`src/rtl/ram_arb_mux.sv`:
```
// rtl/ram_arb_mux.sv - N-port single-RAM arbiter/mux with per-port held read data
// Define RAM_ARB_RR_EN for round-robin arbitration; default build is fixed priority (lowest index wins).
module ram_arb_mux #(
   parameter int NUM_PORTS  = 2,
   parameter int ADDR_WIDTH = 15,
   parameter int DATA_WIDTH = 32
) (
   input  logic                             clk,
   input  logic                             rst_n,
   input  logic [NUM_PORTS-1:0]             port_req_i,
   input  logic [NUM_PORTS*ADDR_WIDTH-1:0]  port_addr_i,
   input  logic [NUM_PORTS-1:0]             port_we_i,
   input  logic [NUM_PORTS*DATA_WIDTH/8-1:0] port_be_i,
   input  logic [NUM_PORTS*DATA_WIDTH-1:0]  port_wdata_i,
   output logic [NUM_PORTS-1:0]             port_gnt_o,
   output logic [NUM_PORTS-1:0]             port_rvalid_o,
   output logic [NUM_PORTS*DATA_WIDTH-1:0]  port_rdata_o,
   output logic                             ram_en_o,
   output logic [ADDR_WIDTH-1:0]            ram_addr_o,
   output logic                             ram_we_o,
   output logic [DATA_WIDTH/8-1:0]          ram_be_o,
   output logic [DATA_WIDTH-1:0]            ram_wdata_o,
   input  logic [DATA_WIDTH-1:0]            ram_rdata_i
);

   localparam int BE_W  = DATA_WIDTH / 8;
   localparam int IDX_W = (NUM_PORTS > 1) ? $clog2(NUM_PORTS) : 1;

   logic                  gnt_any;
   logic [IDX_W-1:0]      gnt_idx;
   logic                  resp_valid_q;
   logic                  resp_read_q;
   logic [IDX_W-1:0]      resp_idx_q;
   logic [DATA_WIDTH-1:0] hold_q [NUM_PORTS];

`ifdef RAM_ARB_RR_EN
   logic [IDX_W-1:0] last_q;

   always_ff @(posedge clk or negedge rst_n) begin
      if (!rst_n) begin
         last_q <= IDX_W'(NUM_PORTS - 1);
      end else if (gnt_any) begin
         last_q <= gnt_idx;
      end
   end

   // Search starts just after the last winner, wrapping without a modulo.
   always_comb begin
      int cand;
      cand    = 0;
      gnt_any = 1'b0;
      gnt_idx = '0;
      for (int i = 1; i <= NUM_PORTS; i++) begin
         cand = int'(last_q) + i;
         if (cand >= NUM_PORTS) begin
            cand = cand - NUM_PORTS;
         end
         if (!gnt_any && port_req_i[IDX_W'(cand)]) begin
            gnt_any = 1'b1;
            gnt_idx = IDX_W'(cand);
         end
      end
   end
`else
   always_comb begin
      gnt_any = 1'b0;
      gnt_idx = '0;
      for (int i = NUM_PORTS - 1; i >= 0; i--) begin
         if (port_req_i[IDX_W'(i)]) begin
            gnt_any = 1'b1;
            gnt_idx = IDX_W'(i);
         end
      end
   end
`endif

   always_comb begin
      port_gnt_o  = '0;
      ram_addr_o  = '0;
      ram_we_o    = 1'b0;
      ram_be_o    = '0;
      ram_wdata_o = '0;
      for (int k = 0; k < NUM_PORTS; k++) begin
         if (gnt_any && gnt_idx == IDX_W'(k)) begin
            port_gnt_o[k] = 1'b1;
            ram_addr_o    = port_addr_i[k*ADDR_WIDTH +: ADDR_WIDTH];
            ram_we_o      = port_we_i[k];
            ram_be_o      = port_be_i[k*BE_W +: BE_W];
            ram_wdata_o   = port_wdata_i[k*DATA_WIDTH +: DATA_WIDTH];
         end
      end
   end

   assign ram_en_o = gnt_any;

   always_ff @(posedge clk or negedge rst_n) begin
      if (!rst_n) begin
         resp_valid_q <= 1'b0;
         resp_read_q  <= 1'b0;
         resp_idx_q   <= '0;
      end else begin
         resp_valid_q <= gnt_any;
         resp_read_q  <= gnt_any & ~ram_we_o;
         resp_idx_q   <= gnt_idx;
      end
   end

   // Only read responses update the hold register of the owning port.
   always_ff @(posedge clk or negedge rst_n) begin
      if (!rst_n) begin
         for (int k = 0; k < NUM_PORTS; k++) begin
            hold_q[k] <= '0;
         end
      end else if (resp_valid_q && resp_read_q) begin
         hold_q[resp_idx_q] <= ram_rdata_i;
      end
   end

   always_comb begin
      port_rvalid_o = '0;
      port_rdata_o  = '0;
      for (int k = 0; k < NUM_PORTS; k++) begin
         port_rvalid_o[k] = resp_valid_q && (resp_idx_q == IDX_W'(k));
         if (port_rvalid_o[k] && resp_read_q) begin
            port_rdata_o[k*DATA_WIDTH +: DATA_WIDTH] = ram_rdata_i;
         end else begin
            port_rdata_o[k*DATA_WIDTH +: DATA_WIDTH] = hold_q[k];
         end
      end
   end

endmodule

```
`config.mk`:
```
export PLATFORM = sky130hd
export DESIGN_NAME = ram_arb_mux
export DESIGN_NICKNAME = d
export VERILOG_FILES = /design/src/rtl/ram_arb_mux.sv
export SDC_FILE = /design/constraint.sdc
export NUM_CORES = 1
export LEC_CHECK = 0
export CAP_MARGIN = 20
export CORE_AREA = 4 4 98 100
export DETAILED_ROUTE_END_ITERATION = 8
export DIE_AREA = 0 0 102 104
export PLACE_DENSITY = 0.85
export SKIP_CTS_REPAIR_TIMING = 1
export SLEW_MARGIN = 15
export SYNTH_ARGS = -nofsm -noshare
export SYNTH_HDL_FRONTEND = slang
export SYNTH_SLANG_ARGS = --single-unit
```
`constraint.sdc`:
```
create_clock -name clk -period 3.4 [get_ports clk]
set_input_delay 0.34 -clock clk [delete_from_list [all_inputs] [get_ports clk]]
set_output_delay 0.34 -clock clk [all_outputs]
set_load 0.01 [all_outputs]
```
==> results of run 1 <==
-- path summary, 6_finish.rpt --
kind,start,to,depth (start not counted)
worst min register to register,hold_q[40],hold_q[40],1
worst min-delay path,rst_n,hold_q[59],1
worst max register to register,resp_valid_q,hold_q[43],3
worst max-delay path,resp_valid_q,port_rdata_o[19],4
max in group asynchronous,rst_n,hold_q[43],1
min in group clk,hold_q[40],hold_q[40],1
-- layer usage --
| layer | vias to the layer above | wire length (µm) | global-route usage, % |
|---|---|---|---|
| met5 | - | 0 | 0 |
| met4 | 0 | 90 | 3.94 |
| met3 | 20 | 554 | 3.55 |
| met2 | 80 | 2040 | 13.2 |
| met1 | 593 | 1400 | 7.51 |
| li1 | 561 | - | - |
-- area by class of cell --
cell class,instances,area share (%)
Sequential cell,34,31.6
Multi-Input combinational cell,102,33.1
Clock inverter,3,1.67
Inverter,1,0.139
Tap cell,108,5.02
Clock buffer,5,2.56
Timing Repair Buffer,71,25.9
-- flip-flops by register name (all words and copies together), names as in the netlist --
register,cells
hold_q,32
resp_read_q,1
resp_valid_q,1
-- through the flow --
| stage | instances | hold slack [ns] | cell area (µm²) | worst slack [ns] | power, W |
|---|---|---|---|---|---|
| 6_report | 324 | 0.134 | 2690 | 0.877 | 0.00122 |
| 5_1_grt | 324 | 0.203 | 2690 | 0.722 | 0.00130 |
| 4_1_cts | 324 | 0.155 | 2690 | 0.819 | 0.00126 |
| 3_5_place_dp | 316 | 0.480 | 2580 | 1.15 | 0.000859 |
| 3_3_place_gp | 316 | 0.466 | 2580 | 1.18 | 0.000846 |
| 2_1_floorplan | 232 | 0.0444 | 2490 | 1.99 | 0.000771 |
-- layout by cell type (no fill, tap or decap) --
| master | netlist | layout |
|---|---|---|
| clkdlybuf4s50_1 | 0 | 67 |
| buf_4 | 89 | 3 |
| clkinvlp_4 | 0 | 2 |
| conb_1 | 2 | 37 |
| mux2_2 | 59 | 59 |
| nand2_4 | 1 | 1 |
| mux2_4 | 5 | 5 |
| dfrtp_1 | 34 | 34 |
| buf_2 | 0 | 1 |
| inv_1 | 1 | 1 |
| clkbuf_8 | 6 | 5 |
| bufinv_16 | 0 | 1 |
-- critical path: stages (launching register included) --
cell             delay (ns)
dfrtp_1                0.41
nand2_4                0.36
buf_4                  0.30
mux2_2                 0.35
clkdlybuf4s50_1        0.48
-- power groups by stage --
stage | Clock, W | Sequential (W) | Combinational (W)
floorplan | 0 | 0.000486 | 0.000285
global placement | 0 | 0.000490 | 0.000356
detailed placement | 0 | 0.000495 | 0.000364
CTS | 0.000408 | 0.000487 | 0.000367
global route | 0.000419 | 0.000494 | 0.000390
finish | 0.000378 | 0.000486 | 0.000360
-- logic make-up (layout without fill, tap and decap cells) --
logic type	Yosys count	count (layout)	synth area share, %
buffers and inverters	96	80	31.9
DFF	34	34	36.0
other	2	37	0.318
and+or+nand+nor	1	1	0.476
muxes	64	64	31.3
==> out/results.ini, run 1 <==
[status]
status = completed

[sta]
finalCriticalPeriod_ns = 2.52
max_slew_margin_pct = 47.4
skew_ns = 0.00527
finalCritPeriodShare_pct = 74.2
tightest_slew_ns = 0.788
grt_setup_unrepaired = false
maxSlewViolCount = 0
finalHoldViolCount = 0
tns_ns = 0
fmax_mhz = 396
setup_viol = 0

[pwr]
vdd_drop_max_uv = 171
sequentialPowerShare_pct = 39.7
power_density_nw_per_um2 = 455
sw_frac_of_total_pct = 25.9
power.switching_w = 0.000317
combPwrFrac_pct = 29.4
intPower_w = 0.000907
p_leak_nw = 1.15
p_clk_share_pct = 30.9

[min_path]
min_path_type = input port to asynchronous set/reset pin

[synth]
ys_top_cells_by_area = dfrtp_1 (36%), buf_4 (28%), mux2_2 (28%)
syn_inst = 197
yosysMostFrequentCell = buf_4
synthArstFlopShare_pct = 100
synth_top_area_share_pct = 36.0
synth_edf_count = 0
synth_flop_cell = dfrtp_1
synth-seq-area-share_pct = 36.0
yosysTopAreaCell = dfrtp_1
synth_warnings = 0
syn_area_per_cell_um2 = 12.0
syn_area_um2 = 2360
yosys.cell_types.count = 8
synth-seq-cells = 34
yosys-top-cells-count = buf_4 (89), mux2_2 (59), dfrtp_1 (34)

[routing]
wire_per_inst_um = 12.6
drt_pass1_iterations = 2
vias = 1254
ant_nets = 0
drt-initial-drc-count = 14
drc_errors = 0
drt_wl_total_um = 4090
via_per_inst = 3.87

[global_route]
grt_use_total_pct = 7.65
grt_overflow = 0
antenna_found_initial = 0
grt_pass1_wl_um = 6440
grt_max_degree = 37
grt_pass1_vias = 1353

[setup_path]
rrSetupSlack_ns = 1.87
critPathRequiredTime_ns = 3.06
cp_max_fo = 36
critPathArrivalTime_ns = 2.18
critical_path_class = flop to primary output
start_kind = flop
crit_path_end_kind = primary output

[placement]
hpwl_um = 3030
io_buffers = 68
place.gp.congestion = 0.615

[clock_tree]
cts_tree = done
cts_root_buffer = clkbuf_8
numCtsBuffers = 5
clk_transition_reported_paths_ns = 0.08
cts_buffer_depth = 2
clk_latency_ns = 0.28
htreeDepth = 2
cts.sinks = 34

[die]
rows = 34
die-area_um2 = 10600
die_w_um = 102
io_pins = 261
dieHeight_um = 104
core_area_um2 = 8680
start_util_pct = 27.2

[flow_run]
drv_cap = 0

[finish]
diodes = 0
multiInputGateArea_um2 = 890
nets = 355
drive_above_1_share_pct = 35.6
area_growth_syn_to_layout_pct = 13.9
post-route-util_pct = 31.0
seqCellArea_um2 = 851
fillers = 884

(Power assumes the default switching activity.)
==> run 2, diff against run 1 <==
--- a/config.mk
+++ b/config.mk
@@ -6,9 +6,9 @@
 export NUM_CORES = 1
 export LEC_CHECK = 0
 export CAP_MARGIN = 20
-export CORE_AREA = 4 4 98 100
+export CORE_MARGIN = 4
+export CORE_UTILIZATION = 26
 export DETAILED_ROUTE_END_ITERATION = 8
-export DIE_AREA = 0 0 102 104
 export PLACE_DENSITY = 0.85
 export SKIP_CTS_REPAIR_TIMING = 1
 export SLEW_MARGIN = 15
==> constraint.sdc (replaced) <==
create_clock -name clk -period 2.1 [get_ports clk]
set_input_delay 0.21 -clock clk [delete_from_list [all_inputs] [get_ports clk]]
set_output_delay 0.21 -clock clk [all_outputs]
set_load 0.01 [all_outputs]
==> run 2 against run 1 <==
The flow now finishes with violations (negative hold slack). Critical path depth did not move. Sequential share of layout area fell by 2.9 points. Global-route usage rose by 0.31 points. Die area rose by 0.68%. Cell count rose by 4.6%. Clock skew rose by 0.00067 ns. Critical path type unchanged. Highest routed layer unchanged.
==> out/results.ini, run 2 (synthesis results as in run 1) <==
[status]
status = complete, but fails checks
violations = negative hold slack

[sta]
tightest_slew_ns = 0.782  ; -0.00636 ns
finalCriticalPeriod_ns = 2.03
fmax_mhz = 493
fin_ws_ns = 0.0717  ; -0.806 ns
skew_ns = 0.00595  ; +0.000674 ns
max_slew_margin_pct = 47.9  ; +0.42 points
maxSlewViolCount = 0  ; unchanged
holdWs_ns = -0.00175  ; -0.136 ns
finalHoldViolCount = 1  ; +1
finalCritPeriodShare_pct = 96.6
setup_viol = 0  ; unchanged

[routing]
wire_per_inst_um = 13.9  ; +10%
via_per_inst = 3.99  ; +3.0%
drt-initial-drc-count = 28  ; +14
vias = 1352  ; +7.8%
drt_wl_total_um = 4720  ; +15%
drt_pass1_iterations = 4  ; +2
ant_nets = 0  ; unchanged
drc_errors = 0  ; unchanged

[global_route]
grt_overflow = 0  ; unchanged
grt_max_degree = 35  ; -5.4%
grt_use_total_pct = 7.97  ; +0.31 points
antenna_found_initial = 0  ; unchanged
grt_pass1_wl_um = 6520  ; +1.3%
grt_pass1_vias = 1320  ; -2.4%

[die]
dieHeight_um = 103  ; -0.63%
core_area_um2 = 8760  ; +0.98%
start_util_pct = 27.0  ; -0.26 points
rows = 34  ; unchanged
die-area_um2 = 10700  ; +0.68%
die_w_um = 103  ; +1.3%
io_pins = 261  ; unchanged

[flow_run]
drv_cap = 0  ; unchanged

[finish]
fillers = 886  ; +0.23%
area_growth_syn_to_layout_pct = 25.2
reg.largest.list = hold_q (32), resp_read_q (1), resp_valid_q (1)
final_common_cell = mux2_2
post-route-util_pct = 33.8  ; +2.8 points
final_cell_mix = mux2_2 (59), clkdlybuf4s50_1 (42), conb_1 (37)
seqCellArea_um2 = 851  ; unchanged
top_register = hold_q
multiInputGateArea_um2 = 890  ; unchanged
largest_reg_flops = 32  ; unchanged
drive_above_1_share_pct = 39.8  ; +4.2 points
diodes = 0  ; unchanged
nets = 370  ; +4.2%

[clock_tree]
htreeDepth = 2  ; unchanged
cts_root_buffer = clkbuf_8
cts_buffer_depth = 2  ; unchanged
clk_latency_ns = 0.29  ; about the same
numCtsBuffers = 5  ; unchanged
clk_transition_reported_paths_ns = 0.08  ; about the same
cts.sinks = 34  ; unchanged
cts_tree = done

[min_path]
min_path_type = input port to asynchronous set/reset pin

[pwr]
vdd_drop_max_uv = 369  ; +120%
p_leak_nw = 1.49  ; +30%
power_density_nw_per_um2 = 730  ; +61%

[setup_path]
cp_max_fo = 12  ; -67%
critPathRequiredTime_ns = 1.89  ; -1.17 ns
critical_path_class = flop to primary output
critPathArrivalTime_ns = 1.82  ; -0.36 ns
start_kind = flop
crit_path_end_kind = primary output

[placement]
place.gp.congestion = 0.603  ; -1.9%
dpl_worst_slack_ns = 0.246  ; -0.902 ns
io_buffers = 68  ; unchanged
hpwl_um = 3230  ; +6.6%

[run 2: cell types whose count changed in the layout (fill, tap and decap cells not counted)]
cell             before  now
bufinv_16             1    2
clkdlybuf4s50_1      67   42
buf_12                0    2
buf_4                 3   13
clkinvlp_4            2    0
clkbuf_16             0    2
dlymetal6s2s_1        0   25
clkbuf_8              5    6
buf_6                 0    1
[run 2: area by class of cell]
type / count / share of cell area, %
clock inverter: 2 / 2.03
multi-input combinational: 102 / 30.1
tap: 108 / 4.57
timing repair buffer: 86 / 31.7
sequential: 34 / 28.8
inverter: 1 / 0.127
clock buffer: 6 / 2.79
[run 2: critical path: stages, from the launching register on]
cell and delay [ns]:
dfrtp_1 0.42, nand2_4 0.14, buf_12 0.16, mux2_2 0.33, clkdlybuf4s50_1 0.48
[run 2: report_power, final]
group	leakage (nW)	total (W)	internal [W]	switching (W)
Sequential	0.396	0.000789	0.000747	0.0000424
Clock	0.0714	0.000772	0.000507	0.000266
Combinational	1.03	0.000600	0.000378	0.000221
[run 2: worst paths after layout]
path	start	end	slack, ns	cells after the start
max in group asynchronous	rst_n	hold_q[45]	1.61	1
min in group clk	port_wdata_i[10]	ram_wdata_o[10]	0.42	0
worst max register to register	resp_valid_q	hold_q[38]	0.78	4
worst min register to register	hold_q[51]	hold_q[51]	0.51	1
worst max-delay path	resp_valid_q	port_rdata_o[12]	0.07	4
worst min-delay path	rst_n	hold_q[39]	-0.002	1
[run 2: layer usage]
metal	GRT usage, %	vias up	part of all wire, %	wire length, µm
li1	-	592	-	-
met1	7.38	656	33	1560
met2	14.8	85	52	2480
met3	3.22	19	12	547
met4	4.18	0	2.8	133
met5	0	-	0	0
[run 2: metrics by stage]
stage	setup TNS (ns)	area, µm²	hold WS (ns)	cells	power (W)
after global routing	-0.00310	2960	0.0612	339	0.00229
final	0	2960	-0.00175	339	0.00216
after detailed placement	0	2600	0.354	316	0.00140
after global placement	0	2600	0.345	316	0.00138
after CTS	-2.25	2750	0.0244	324	0.00221
after floorplan	0	2490	-0.0856	232	0.00125
